## config.mk

```make
export PLATFORM = sky130hd
export DESIGN_NAME = hamming_secded_encoder
export DESIGN_NICKNAME = d
export VERILOG_FILES = /design/src/rtl/hamming_secded_encoder.sv
export SDC_FILE = /design/constraint.sdc
export NUM_CORES = 1
export LEC_CHECK = 0
export CORE_ASPECT_RATIO = 0.9
export CORE_MARGIN = 10
export CORE_UTILIZATION = 50
export DETAILED_ROUTE_END_ITERATION = 7
export GPL_TIMING_DRIVEN = 0
export PLACE_DENSITY_LB_ADDON = 0.05
export REMOVE_ABC_BUFFERS = 1
export SYNTH_ARGS = -nofsm -noshare
export SYNTH_HDL_FRONTEND = slang
export SYNTH_SLANG_ARGS = --single-unit
```

## constraint.sdc

```tcl
create_clock -name clk -period 2.1 [get_ports clk]
set_input_delay 0.42 -clock clk [delete_from_list [all_inputs] [get_ports clk]]
set_output_delay 0.42 -clock clk [all_outputs]
set_load 0.005 [all_outputs]
```

## src/rtl/hamming_secded_encoder.sv

```systemverilog
// Hamming SEC / SEC-DED encoder with a 2-entry output buffer,
// per-word bit-flip injection and a delivered-word counter.
module hamming_secded_encoder #(
    parameter int DATA_W = 8,
    parameter int SECDED = 1,
    parameter int CNT_W  = 16,
    localparam int R = (DATA_W <= 4)  ? 3 :
                       (DATA_W <= 11) ? 4 :
                       (DATA_W <= 26) ? 5 : 6,
    localparam int CW_W = DATA_W + R + SECDED
) (
    input  logic              clk,
    input  logic              rst,
    input  logic              in_valid,
    output logic              in_ready,
    input  logic [DATA_W-1:0] in_data,
    input  logic              inj_en,
    input  logic [5:0]        inj_pos,
    output logic              out_valid,
    input  logic              out_ready,
    output logic [CW_W-1:0]   hc_out,
    output logic [CNT_W-1:0]  word_cnt
);

    localparam int N = DATA_W + R;
    localparam logic [DATA_W-1:0] D_ONE  = DATA_W'(1);
    localparam logic [CW_W-1:0]   CW_ONE = CW_W'(1);
    localparam logic [6:0]        CW7    = 7'(CW_W);

    // Codeword position (1-based) of data bit idx: the idx-th non-power-of-two.
    function automatic int data_pos(int idx);
        int res;
        int n;
        res = 0;
        n = 0;
        for (int p = 3; p < 128; p++) begin
            if ((p & (p - 1)) != 0) begin
                if (n == idx && res == 0) res = p;
                n++;
            end
        end
        return res;
    endfunction

    // Data bits whose codeword position has bit k set.
    function automatic logic [DATA_W-1:0] dmask(int k);
        logic [DATA_W-1:0] m;
        m = '0;
        for (int i = 0; i < DATA_W; i++) begin
            if (((data_pos(i) >> k) & 1) == 1) m = m | (D_ONE << i);
        end
        return m;
    endfunction

    logic [N-1:0]    code_raw;
    logic [CW_W-1:0] code;
    logic [CW_W-1:0] code_inj;
    logic            inj_hit;

    for (genvar gi = 0; gi < DATA_W; gi++) begin : g_data
        localparam int P = data_pos(gi);
        assign code_raw[P-1] = in_data[gi];
    end

    for (genvar gk = 0; gk < R; gk++) begin : g_par
        localparam logic [DATA_W-1:0] M = dmask(gk);
        assign code_raw[(1 << gk) - 1] = ^(in_data & M);
    end

    if (SECDED != 0) begin : g_sd
        assign code = {^code_raw, code_raw};
    end else begin : g_sec
        assign code = code_raw;
    end

    assign inj_hit  = inj_en && ({1'b0, inj_pos} < CW7);
    assign code_inj = inj_hit ? (code ^ (CW_ONE << inj_pos)) : code;

    logic [CW_W-1:0]  head_q, head_d;
    logic [CW_W-1:0]  tail_q, tail_d;
    logic [1:0]       occ_q, occ_d;
    logic             rdy_q;
    logic [CNT_W-1:0] cnt_q, cnt_d;
    logic             push, pop;

    assign push      = in_valid && rdy_q;
    assign out_valid = (occ_q != 2'd0);
    assign pop       = out_valid && out_ready;
    assign in_ready  = rdy_q;
    assign hc_out    = head_q;
    assign word_cnt  = cnt_q;

    // Next-state of the 2-entry buffer; head_q is the visible output.
    always_comb begin
        head_d = head_q;
        tail_d = tail_q;
        occ_d  = occ_q;
        cnt_d  = pop ? cnt_q + CNT_W'(1) : cnt_q;
        case (occ_q)
            2'd0: begin
                if (push) begin
                    head_d = code_inj;
                    occ_d  = 2'd1;
                end
            end
            2'd1: begin
                if (push && pop) begin
                    head_d = code_inj;
                end else if (push) begin
                    tail_d = code_inj;
                    occ_d  = 2'd2;
                end else if (pop) begin
                    occ_d = 2'd0;
                end
            end
            default: begin
                if (pop) begin
                    head_d = tail_q;
                    occ_d  = 2'd1;
                end
            end
        endcase
    end

    // Buffer, counter and registered in_ready update.
    always_ff @(posedge clk) begin
        if (rst) begin
            head_q <= '0;
            tail_q <= '0;
            occ_q  <= 2'd0;
            rdy_q  <= 1'b0;
            cnt_q  <= '0;
        end else begin
            head_q <= head_d;
            tail_q <= tail_d;
            occ_q  <= occ_d;
            rdy_q  <= (occ_d != 2'd2);
            cnt_q  <= cnt_d;
        end
    end

endmodule

```

# [After elaboration in Yosys (flattened, before gate mapping)]
# Cells that the tools add are included.
[op_classes] n_bitwise=2 addsub=1 eq_ne=4 reduce_logical=14 magnitude_cmp=1 mux=11 shifts=1
[ops] operator="$mux 13" n=4
[ops] operator="$reduce_xor 8->1" n=4
[ops] operator="$pmux 13 s2" n=1
[ops] operator="$add 16x1->16 const B" n=1
[ops] operator="$shl 1x6->13 const A" n=1
[ops] operator="$xor 13x13->13" n=1
[ops] operator="$reduce_xor 12->1" n=1
[ops] operator="$mux 2" n=5
[ops] operator="$lt 6x4->1 const B" n=1
[ops] operator="$ne 2x2->1 const B" n=3
[ops] operator="$reduce_and 3->1" n=2
[ops] operator="$logic_and 1x1->1" n=4
[ops] operator="$pmux 2 s2" n=1
[ops] operator="$reduce_bool 3->1" n=1
[ops] operator="$eq 2x1->1 const B" n=1
[ops] operator="$logic_not 2->1" n=1
[ops] operator="$reduce_bool 2->1" n=1
[ops] operator="$not 1->1" n=1
[word_totals] in_bits=19 output_inout_bits=31 wordCells=39 ff_bits=45

# [Depth between registers and ports, before layout]
# Gate-level depths: netlist of run 1.
[logic_depth] ltp_word=7 ltp_mapped=7 mapped_depth_nobuf=6

# [Worst setup path before layout of run 1]
# No wires, ideal clock.
[synth_path] path_kind="input port to flip-flop" from="input in_data[4]" to="register tail_q[12]" stages=5 path_slack_ns=0.367 t_required_ns=1.972 setup_time_ns=0.128 arrival_ns=1.606 cell_sequence="xnor3_1 xnor2_1 xnor3_1 mux2i_1 nor2_1"
[synth_via] elab_chain_cells=4
[synth_lines] item="from (decl)" line="16" source="input logic [DATA_W-1:0] in_data,"
[synth_lines] item="$reduce_xor 8->1" line="67" source="assign code_raw[(1 << gk) - 1] = ^(in_data & M);"
[synth_lines] item="$reduce_xor 12->1 (*)" line="71" source="assign code = {^code_raw, code_raw};"
[synth_lines] item="$xor 13x13->13" line="77" source="assign code_inj = inj_hit ? (code ^ (CW_ONE << inj_pos)) : code;"
[synth_lines] item="$mux 13 (*)" line="77"
[synth_lines] item="to (signal assigned)" line="135" source="tail_q <= tail_d;"
[synth_lines] item="to (decl)" line="80" source="logic [CW_W-1:0] tail_q, tail_d;"
# Every way passes the cells marked *; elsewhere a longest branch is shown, timed or not.
# A chain may end at the register's enable or synchronous reset.

# [Worst setup path after layout of run 1]
[layout_path] from="input inj_pos[0]" to="register head_q[4] (netlist: hc_out[4])"
[layout_via] elab_chain_cells=5
[layout_lines] item="from (decl)" line="18" source="input logic [5:0] inj_pos,"
[layout_lines] item="$lt 6x4->1 or $shl 1x6->13 (tied branches)" line="76, 77"
[layout_lines] item="$logic_and 1x1->1 or $xor 13x13->13 (tied branches)" line="76, 77"
[layout_lines] item="$mux 13 (*)" line="77"
[layout_lines] item="$mux 13, on equally long branches" line="107, 101"
[layout_lines] item="$pmux 13 s2 (*)" line="99" source="case (occ_q)"
[layout_lines] item="to (signal assigned)" line="128" source="head_q <= '0;"
[layout_lines] item="to (signal assigned)" line="134" source="head_q <= head_d;"
[layout_lines] item="to (decl)" line="79" source="logic [CW_W-1:0] head_q, head_d;"
# Every way passes the cells marked *; elsewhere a longest branch is shown, timed or not. The select of a mux whose other input is x is not followed.

==> flow_summary.yaml, run 1 <==
clock_network:
  clk_path_buf_depth: 2
  cts_tree: "yes"
  htreeDepth: 2
  cts_buffers: 5
  cts_sinks: 45
  insertion_delay_ps: 300
  root_buffer: "clkbuf_8"
  clk_pin_slew_ps: 90
yosys:
  async_flop_share: 0
  synthCells: 262
  synth_mux_area_frac: 0.0569
  synth_ff_type: "dfxtp_1"
  synth_edf_count: 0
  synth_top_area_share: 0.394
  synth_top_area_cell: "dfxtp_1"
  synth_fa_ha_area_frac: 0.00547
  yosys.area_share.simple: 0.208
  synth-xor-area-share: 0.166
  avgSynthCellArea_um2: 8.72
  synth_top_family_by_area: "simple AND/OR/NAND/NOR gates"
  synth_warnings: 0
  synth_common_cells: "dfxtp_1, nor2_1, nand2_1, xnor2_1, a21oi_1"
  yosys_register_bits: 45
  synth_area_leaders: "dfxtp_1, xnor2_1, nor2_1, mux2i_1, xor2_1"
  synth.distinct_cells: 40
  synth_most_common_cell: "dfxtp_1"
  netlist_area_um2: 2290
  yosysSeqAreaShare: 0.394
  synth_compound_area_frac: 0.133
setup_path:
  worst-path-buf-inv: 2
  crit_fanout: 4
  slowest_delay_ps: 550
  rr_worst_depth: 5
  reg2reg_slack_ps: 420
  path_cells: "clkdlybuf4s50_1 > or4b_4 > buf_4 > nor4_2 > xnor2_1 > a21o_1 > a21oi_2"
  critical-path-top-delay-family: "simple AND/OR/NAND/NOR gates"
  start_kind: "input port"
  cp.required_ps: 2260
  r2r_start: "occ_q[1]"
  crit_path_end_kind: "flip-flop"
  crit_type: "in2reg"
  r2r_end: "hc_out[0]"
  arrival_ps: 2260
  crit_slowest_cell: "or4b_4"
status:
  outcome: "completed"
timing:
  rsz0062_at_grt: "true"
  min_period_ps: 2090
  clock.fmax_mhz: 478
  whs_ps: 453
  tns_ps: 0
  layout_setup_ws_ps: 6.80
  setup_viol: 0
  worstMarginPinSlew_ps: 813
  fin_crit_sh: 0.997
  fin_skew_ps: 8.16
  slew_viol_final: 0
  finalHoldViolCount: 0
  slew_headroom: 0.458
grt:
  antenna_found_initial: 0
  grt_pass1_wl_um: 8640
  grtUsageTotal: 0.135
  grt_start_max_net_pins: 46
  gr-total-overflow: 0
  grt_pass1_vias: 1807
pwr:
  seqPwrFrac: 0.449
  switching_share: 0.230
  p_comb_frac: 0.161
  p_leak_uw: 0.00108
  power.share.clock: 0.390
  powerDensity_nw_per_um2: 658
  ir_drop_v: 0.000565
  power.net_switching_uw: 455
  p_int_uw: 1520
final_layout:
  fillers: 382
  n_antenna_cell: 0
  final_util: 0.679
  area_delta_synth_final_pct: 31.6
  fin_nets: 328
  drive_gt1_frac: 0.0809
  fin_area_um2: 3010
die:
  rows: 23
  dieArea_um2: 7680
  dieHeight_um: 84.1
  io_pins: 50
  core_area_um2: 4430
  die_w_um: 91.3
  initial_utilization: 0.516
drt:
  first_iter_violations: 96
  wl_per_cell_um: 14.3
  drt-total-wl_um: 5290
  first_pass_iters: 4
  antenna_left: 0
  via_per_inst: 5.22
  vias: 1938
  drc: 0
worst_hold_path:
  hold_path_class: "reg2reg"
  hold_start: "hc_out[1]"
  holdPathStages: 2
  worstHoldEndpoint: "hc_out[1]"
placement:
  gp_congestion: 0.849
  dp_slack_ps: -422
  place_hpwl_um: 3690
  dpl_cell_area_um2: 2790
  port_buffers: 49
job:
  maxCapViolCount: 0
-- per-layer routing --
layer,vias to the layer above,routed length [µm],track usage
met5,-,0,0
met4,0,85,0.0512
met3,8,291,0.0418
met2,42,2410,0.207
met1,904,2500,0.173
li1,984,-,-
-- per-stage QoR --
stage	instances	power (µW)
3_3_place_gp	359	1210
3_5_place_dp	359	1210
5_1_grt	371	2070
4_1_cts	369	1990
2_1_floorplan	248	1080
6_report	371	1980
-- registers in the layout, indices dropped and copies added, names as in the netlist --
signal,count
tail_q,13
in_ready,1
word_cnt,16
hc_out,13
occ_q,2
-- how the worst max path moves through the flow --
stage	cells after the start	startpoint	slack [ps]	end
floorplan	5	occ_q[1]	360	word_cnt[15]
global placement	6	in_data[4]	-440	tail_q[12]
global route	7	inj_pos[0]	-50	hc_out[6]
CTS	6	inj_pos[0]	7	tail_q[12]
detailed placement	6	in_data[4]	-420	tail_q[12]
finish	7	inj_pos[0]	7	hc_out[4]
-- tightest hold or removal path, delay by kind of cell (launching register included) --
kind               cells  cell delay, ps
AOI/OAI and AO/OA      1              50
DFF                    1             320
and+or+nand+nor        1              50
-- placed cells by master, fill, tap and decap left out, types with 2 or more instances in the layout --
master | synthesis | routed
nand4_1 | 4 | 4
mux2i_1 | 13 | 13
buf_4 | 1 | 3
dfxtp_1 | 45 | 44
nand2_1 | 22 | 22
dlymetal6s2s_1 | 0 | 3
clkbuf_8 | 0 | 5
nor4_2 | 1 | 2
a21o_1 | 3 | 3
xnor2_2 | 0 | 2
bufinv_16 | 0 | 2
inv_1 | 5 | 5
xor2_1 | 11 | 11
a21oi_1 | 15 | 15
o21bai_1 | 2 | 2
o21a_1 | 6 | 6
nand2b_1 | 2 | 2
xnor2_1 | 22 | 20
xnor3_1 | 4 | 3
a211oi_1 | 7 | 7
nor3_1 | 11 | 10
clkdlybuf4s50_1 | 0 | 44
o21ai_0 | 11 | 11
nand3_1 | 5 | 5
nor2_1 | 39 | 39
-- cells by family (layout without fill, tap and decap cells) --
family,Yosys count,after routing
mux,13,13
compound gates,49,49
flops,45,45
simple gates,97,97
buf+inv,20,67
xor+xnor,37,37
fa+ha+maj,1,1
-- power groups by stage --
stage	registers, µW	logic, µW	clock network [µW]
6_report	888	319	772
5_1_grt	893	346	835
4_1_cts	890	304	793
3_5_place_dp	910	303	0
3_3_place_gp	909	303	0
2_1_floorplan	910	171	0
-- cell type report --
type | instances | area, µm² | share of cell area
clock buffer | 5 | 68.8 | 0.0229
clock inverter | 3 | 65.1 | 0.0216
sequential | 45 | 905 | 0.301
timing repair buffer | 53 | 534 | 0.178
multi-input combinational | 197 | 1340 | 0.444
inverter | 6 | 22.5 | 0.00749
tap | 62 | 77.6 | 0.0258
-- timing repair --
action	in CTS	in global routing
hold buffers	0	0
gates resized for setup	6	6
pin swaps	4	4
endpoints found under the setup margin	20	18
setup buffers	2	2
Note: power is estimated with default switching activity, not from simulation.
==> run 2, diff against run 1 <==
Settings changed: CORE_ASPECT_RATIO 0.9 to 1.1.
==> flow_summary.yaml, run 2 (synthesis gave the netlist of run 1 again) <==
status:
  outcome: "completed"
timing:
  fin_crit_sh: 0.954
  setup_viol: 0
  min_period_ps: 2000
  worstMarginPinSlew_ps: 826
  fin_skew_ps: 11.6
  finalHoldViolCount: 0
  slew_viol_final: 0
  slew_headroom: 0.449
  tns_ps: 0
  clock.fmax_mhz: 499
  whs_ps: 454
  rsz0062_at_grt: "false"
setup_path:
  slowest_delay_ps: 560
  arrival_ps: 2150
  crit_type: "in2reg"
  crit_slowest_cell: "or4b_4"
  crit_fanout: 4
  cp.required_ps: 2240
  path_cells: "clkdlybuf4s50_1 > or4b_4 > buf_4 > nor3_2 > xnor2_1 > a21o_1 > a21oi_1"
  start_kind: "input port"
  crit_path_end_kind: "flip-flop"
final_layout:
  fin_area_um2: 2960
  drive_gt1_frac: 0.0844
  final_cell_mix: "dfxtp_1, clkdlybuf4s50_1, nor2_1"
  area_delta_synth_final_pct: 29.4
  seq_area_um2: 905
  multi_input_comb_area_um2: 1350
  largest_register_ffs: 16
  n_antenna_cell: 0
  fillers: 362
  fin_nets: 327
  final_util: 0.681
die:
  die_w_um: 84.5
  dieArea_um2: 7680
  rows: 25
  io_pins: 50
  core_area_um2: 4350
  dieHeight_um: 90.9
  initial_utilization: 0.526
drt:
  wl_per_cell_um: 14.6
  via_per_inst: 5.26
  antenna_left: 0
  vias: 1903
  first_iter_violations: 78
  first_pass_iters: 4
  drc: 0
  drt-total-wl_um: 5280
pwr:
  p_leak_uw: 0.00104
  powerDensity_nw_per_um2: 588
  total_power_uw: 1740
  ir_drop_v: 0.000452
placement:
  place_hpwl_um: 3710
  dpl_cell_area_um2: 2780
  gp_congestion: 0.838
  port_buffers: 49
clock_network:
  root_buffer: "clkbuf_8"
  cts_buffers: 5
  insertion_delay_ps: 290
  cts_tree: "yes"
  clk_path_buf_depth: 2
  htreeDepth: 2
  cts_sinks: 45
  clk_pin_slew_ps: 80
grt:
  grt_pass1_wl_um: 8910
  gr-total-overflow: 0
  grt_pass1_vias: 1866
  grtUsageTotal: 0.135
  antenna_found_initial: 0
  grt_start_max_net_pins: 46
worst_hold_path:
  hold_path_class: "reg2reg"
job:
  maxCapViolCount: 0
## run 2: changes by cell type in the layout (fill, tap and decap cells not counted), sizes merged
cell | previous run | this run
buf | 5 | 4
clkbuf | 5 | 6
clkinvlp | 0 | 2
bufinv | 2 | 0
clkinv | 2 | 1
## run 2: final cells by class
cell class                      count  share of cell area
Multi-Input combinational cell    197               0.456
Sequential cell                    45               0.306
Timing Repair Buffer               52               0.178
Clock buffer                        6              0.0245
Tap cell                           54              0.0228
Inverter                            6             0.00761
Clock inverter                      2             0.00507
## run 2: final timing paths
path	startpoint	end	slack (ps)	cells past startpoint
hold / removal	hc_out[6]	hc_out[6]	450	2
setup / recovery	inj_pos[0]	hc_out[2]	100	7
hold reg to reg	hc_out[6]	hc_out[6]	450	2
setup reg to reg	occ_q[1]	hc_out[0]	390	5
## run 2: metrics by stage
step | setup WS (ps) | std cells
after floorplan | 363 | 248
after global placement | -427 | 351
after detailed placement | -392 | 351
after CTS | 0.642 | 361
after global routing | 1.47 | 362
final | 96.8 | 362
## run 2: timing repair
| action | CTS | global route |
|---|---|---|
| gates cloned | 0 | 0 |
| pin swaps | 5 | 4 |
| resized for setup | 6 | 9 |
| endpoints found under the setup margin | 20 | 12 |
| buffers inserted | 2 | 1 |
| hold buffers | 0 | 0 |
## run 2: critical path, delay by kind of cell
family	cells	cell delay (ps)
AND/OR/NAND/NOR	2	720
buffers and inverters	2	620
AO/OA/AOI/OAI	2	200
XOR/XNOR	1	180
## run 2: metal layers
metal	up-vias	global-route usage	share of wire
met1	875	0.170	0.46
li1	987	-	-
met3	7	0.0433	0.050
met4	0	0.0371	0.0097
met5	-	0	0
met2	34	0.216	0.48
## run 2: power breakdown
| group | switching, µW | internal, µW |
|---|---|---|
| logic | 144 | 175 |
| clock network | 296 | 235 |
| registers | 13.6 | 875 |
| total | 454 | 1280 |
==> run 3, diff against run 2 <==
Settings changed: CELL_PAD_IN_SITES_DETAIL_PLACEMENT from default to 0, CELL_PAD_IN_SITES_GLOBAL_PLACEMENT from default to 2, CORE_UTILIZATION 50 to 32.
Clock period 2.1 ns to 2.52 ns, I/O delays scaled along.
==> flow_summary.yaml, run 3 (synthesis gave the netlist of run 1 again) <==
drt:
  wl_per_cell_um: 14.6
  first_iter_violations: 43
  first_pass_iters: 4
  drc: 0
  vias: 1880
  antenna_left: 0
  via_per_inst: 4.82
  drt-total-wl_um: 5700
worst_hold_path:
  hold_start: "hc_out[6]"
  hold_path_class: "reg2reg"
  worstHoldEndpoint: "hc_out[6]"
  holdPathStages: 2
clock_network:
  hold_buffers: 0
  cts_sinks: 45
  clk_path_buf_depth: 2
  cts_buffers: 5
  post_cts_resized: 1
  insertion_delay_ps: 290
  clk_pin_slew_ps: 80
  root_buffer: "clkbuf_8"
  htreeDepth: 2
  cts_tree: "yes"
  post_cts_buffers: 0
timing:
  rsz0062_at_grt: "false"
  slew_viol_final: 0
  fin_crit_sh: 0.909
  whs_ps: 456
  layout_setup_ws_ps: 229
  finalHoldViolCount: 0
  min_period_ps: 2290
  setup_viol: 0
  worstMarginPinSlew_ps: 889
  clock.fmax_mhz: 436
  tns_ps: 0
  slew_headroom: 0.408
  fin_skew_ps: 4.83
setup_path:
  crit_type: "in2reg"
  crit_top_cell: "xnor3_1"
  r2r_start: "occ_q[1]"
  arrival_ps: 2450
  crit_slowest_cell: "clkdlybuf4s50_1"
  reg2reg_slack_ps: 520
  rr_worst_depth: 5
  slowest_delay_ps: 570
  r2r_end: "word_cnt[15]"
  start_kind: "input port"
  crit_fanout: 3
  cp.required_ps: 2680
  worst-path-buf-inv: 1
  crit_path_end_kind: "flip-flop"
  path_cells: "clkdlybuf4s50_1 > xnor3_1 > xnor2_1 > xnor3_1 > mux2i_1 > nor2_1"
  critical-path-top-delay-family: "XOR/XNOR gates"
pwr:
  total_power_uw: 1440
  powerDensity_nw_per_um2: 494
  p_leak_uw: 0.000987
  ir_drop_v: 0.000207
final_layout:
  fin_nets: 324
  final_common_cell: "clkdlybuf4s50_1"
  final_util: 0.417
  n_antenna_cell: 0
  area_delta_synth_final_pct: 27.0
  drive_gt1_frac: 0.0426
  largest_register_ffs: 16
  final_cell_mix: "clkdlybuf4s50_1, dfxtp_1, nor2_1"
grt:
  antenna_found_initial: 0
  grt_pass1_vias: 1898
  grtUsageTotal: 0.108
  grt_pass1_wl_um: 9670
  gr-total-overflow: 0
  grt_start_max_net_pins: 46
die:
  core_area_um2: 6970
  die_w_um: 101
  rows: 32
  dieHeight_um: 109
  dieArea_um2: 10900
  io_pins: 50
  initial_utilization: 0.328
placement:
  dp_slack_ps: -124
  place_hpwl_um: 4080
  port_buffers: 49
  gp_congestion: 0.761
job:
  maxCapViolCount: 0
status:
  outcome: "completed"
[run 3: cell types whose count changed in the layout (fill, tap and decap cells not counted), sizes merged]
cell,before,now
buf,4,1
clkbuf,6,8
clkdlybuf4s50,44,48
clkinvlp,2,0
dlygate4sd2,1,0
dlymetal6s2s,3,0
[run 3: tightest hold or removal path: stages (launching register included)]
cell,delay [ps]
dfxtp_1,310
nand2_1,50
a21oi_1,50
[run 3: through the flow]
stage	cell area, µm²	std cells
after floorplan	2220	248
after global placement	2820	382
after detailed placement	2820	382
after CTS	2900	390
after global routing	2900	390
final	2900	390
[run 3: worst max-delay path by stage]
stage                    start      endpoint  slack [ps]  depth (start not counted)
floorplan           in_data[4]    tail_q[12]         720                          5
global placement     out_ready    hc_out[12]        -200                          4
detailed placement   out_ready    hc_out[12]        -120                          4
global route         out_ready  word_cnt[15]          70                          6
finish              in_data[4]    tail_q[12]         230                          6
CTS                   occ_q[1]     out_valid          40                          3
[run 3: metal layers]
metal  part of all wire  track usage  routed length (µm)  vias up
met5                  0            0                   0        -
met4              0.013       0.0333                  72        0
met3              0.079       0.0443                 448        5
met2               0.46        0.180                2620       38
met1               0.45        0.124                2560      856
li1                   -            -                   -      981
[run 3: area by class of cell]
type	instances	area (µm²)
multi-input combinational	197	1310
clock buffer	8	80.1
inverter	6	22.5
fill	746	4060
timing repair buffer	49	485
sequential	45	902
tap	85	106
[run 3: report_power, final]
part           switching (µW)  total, µW  internal [µW]
clock network             240        437            198
logic                     117        256            139
registers                11.6        741            730
total                     368       1440           1070
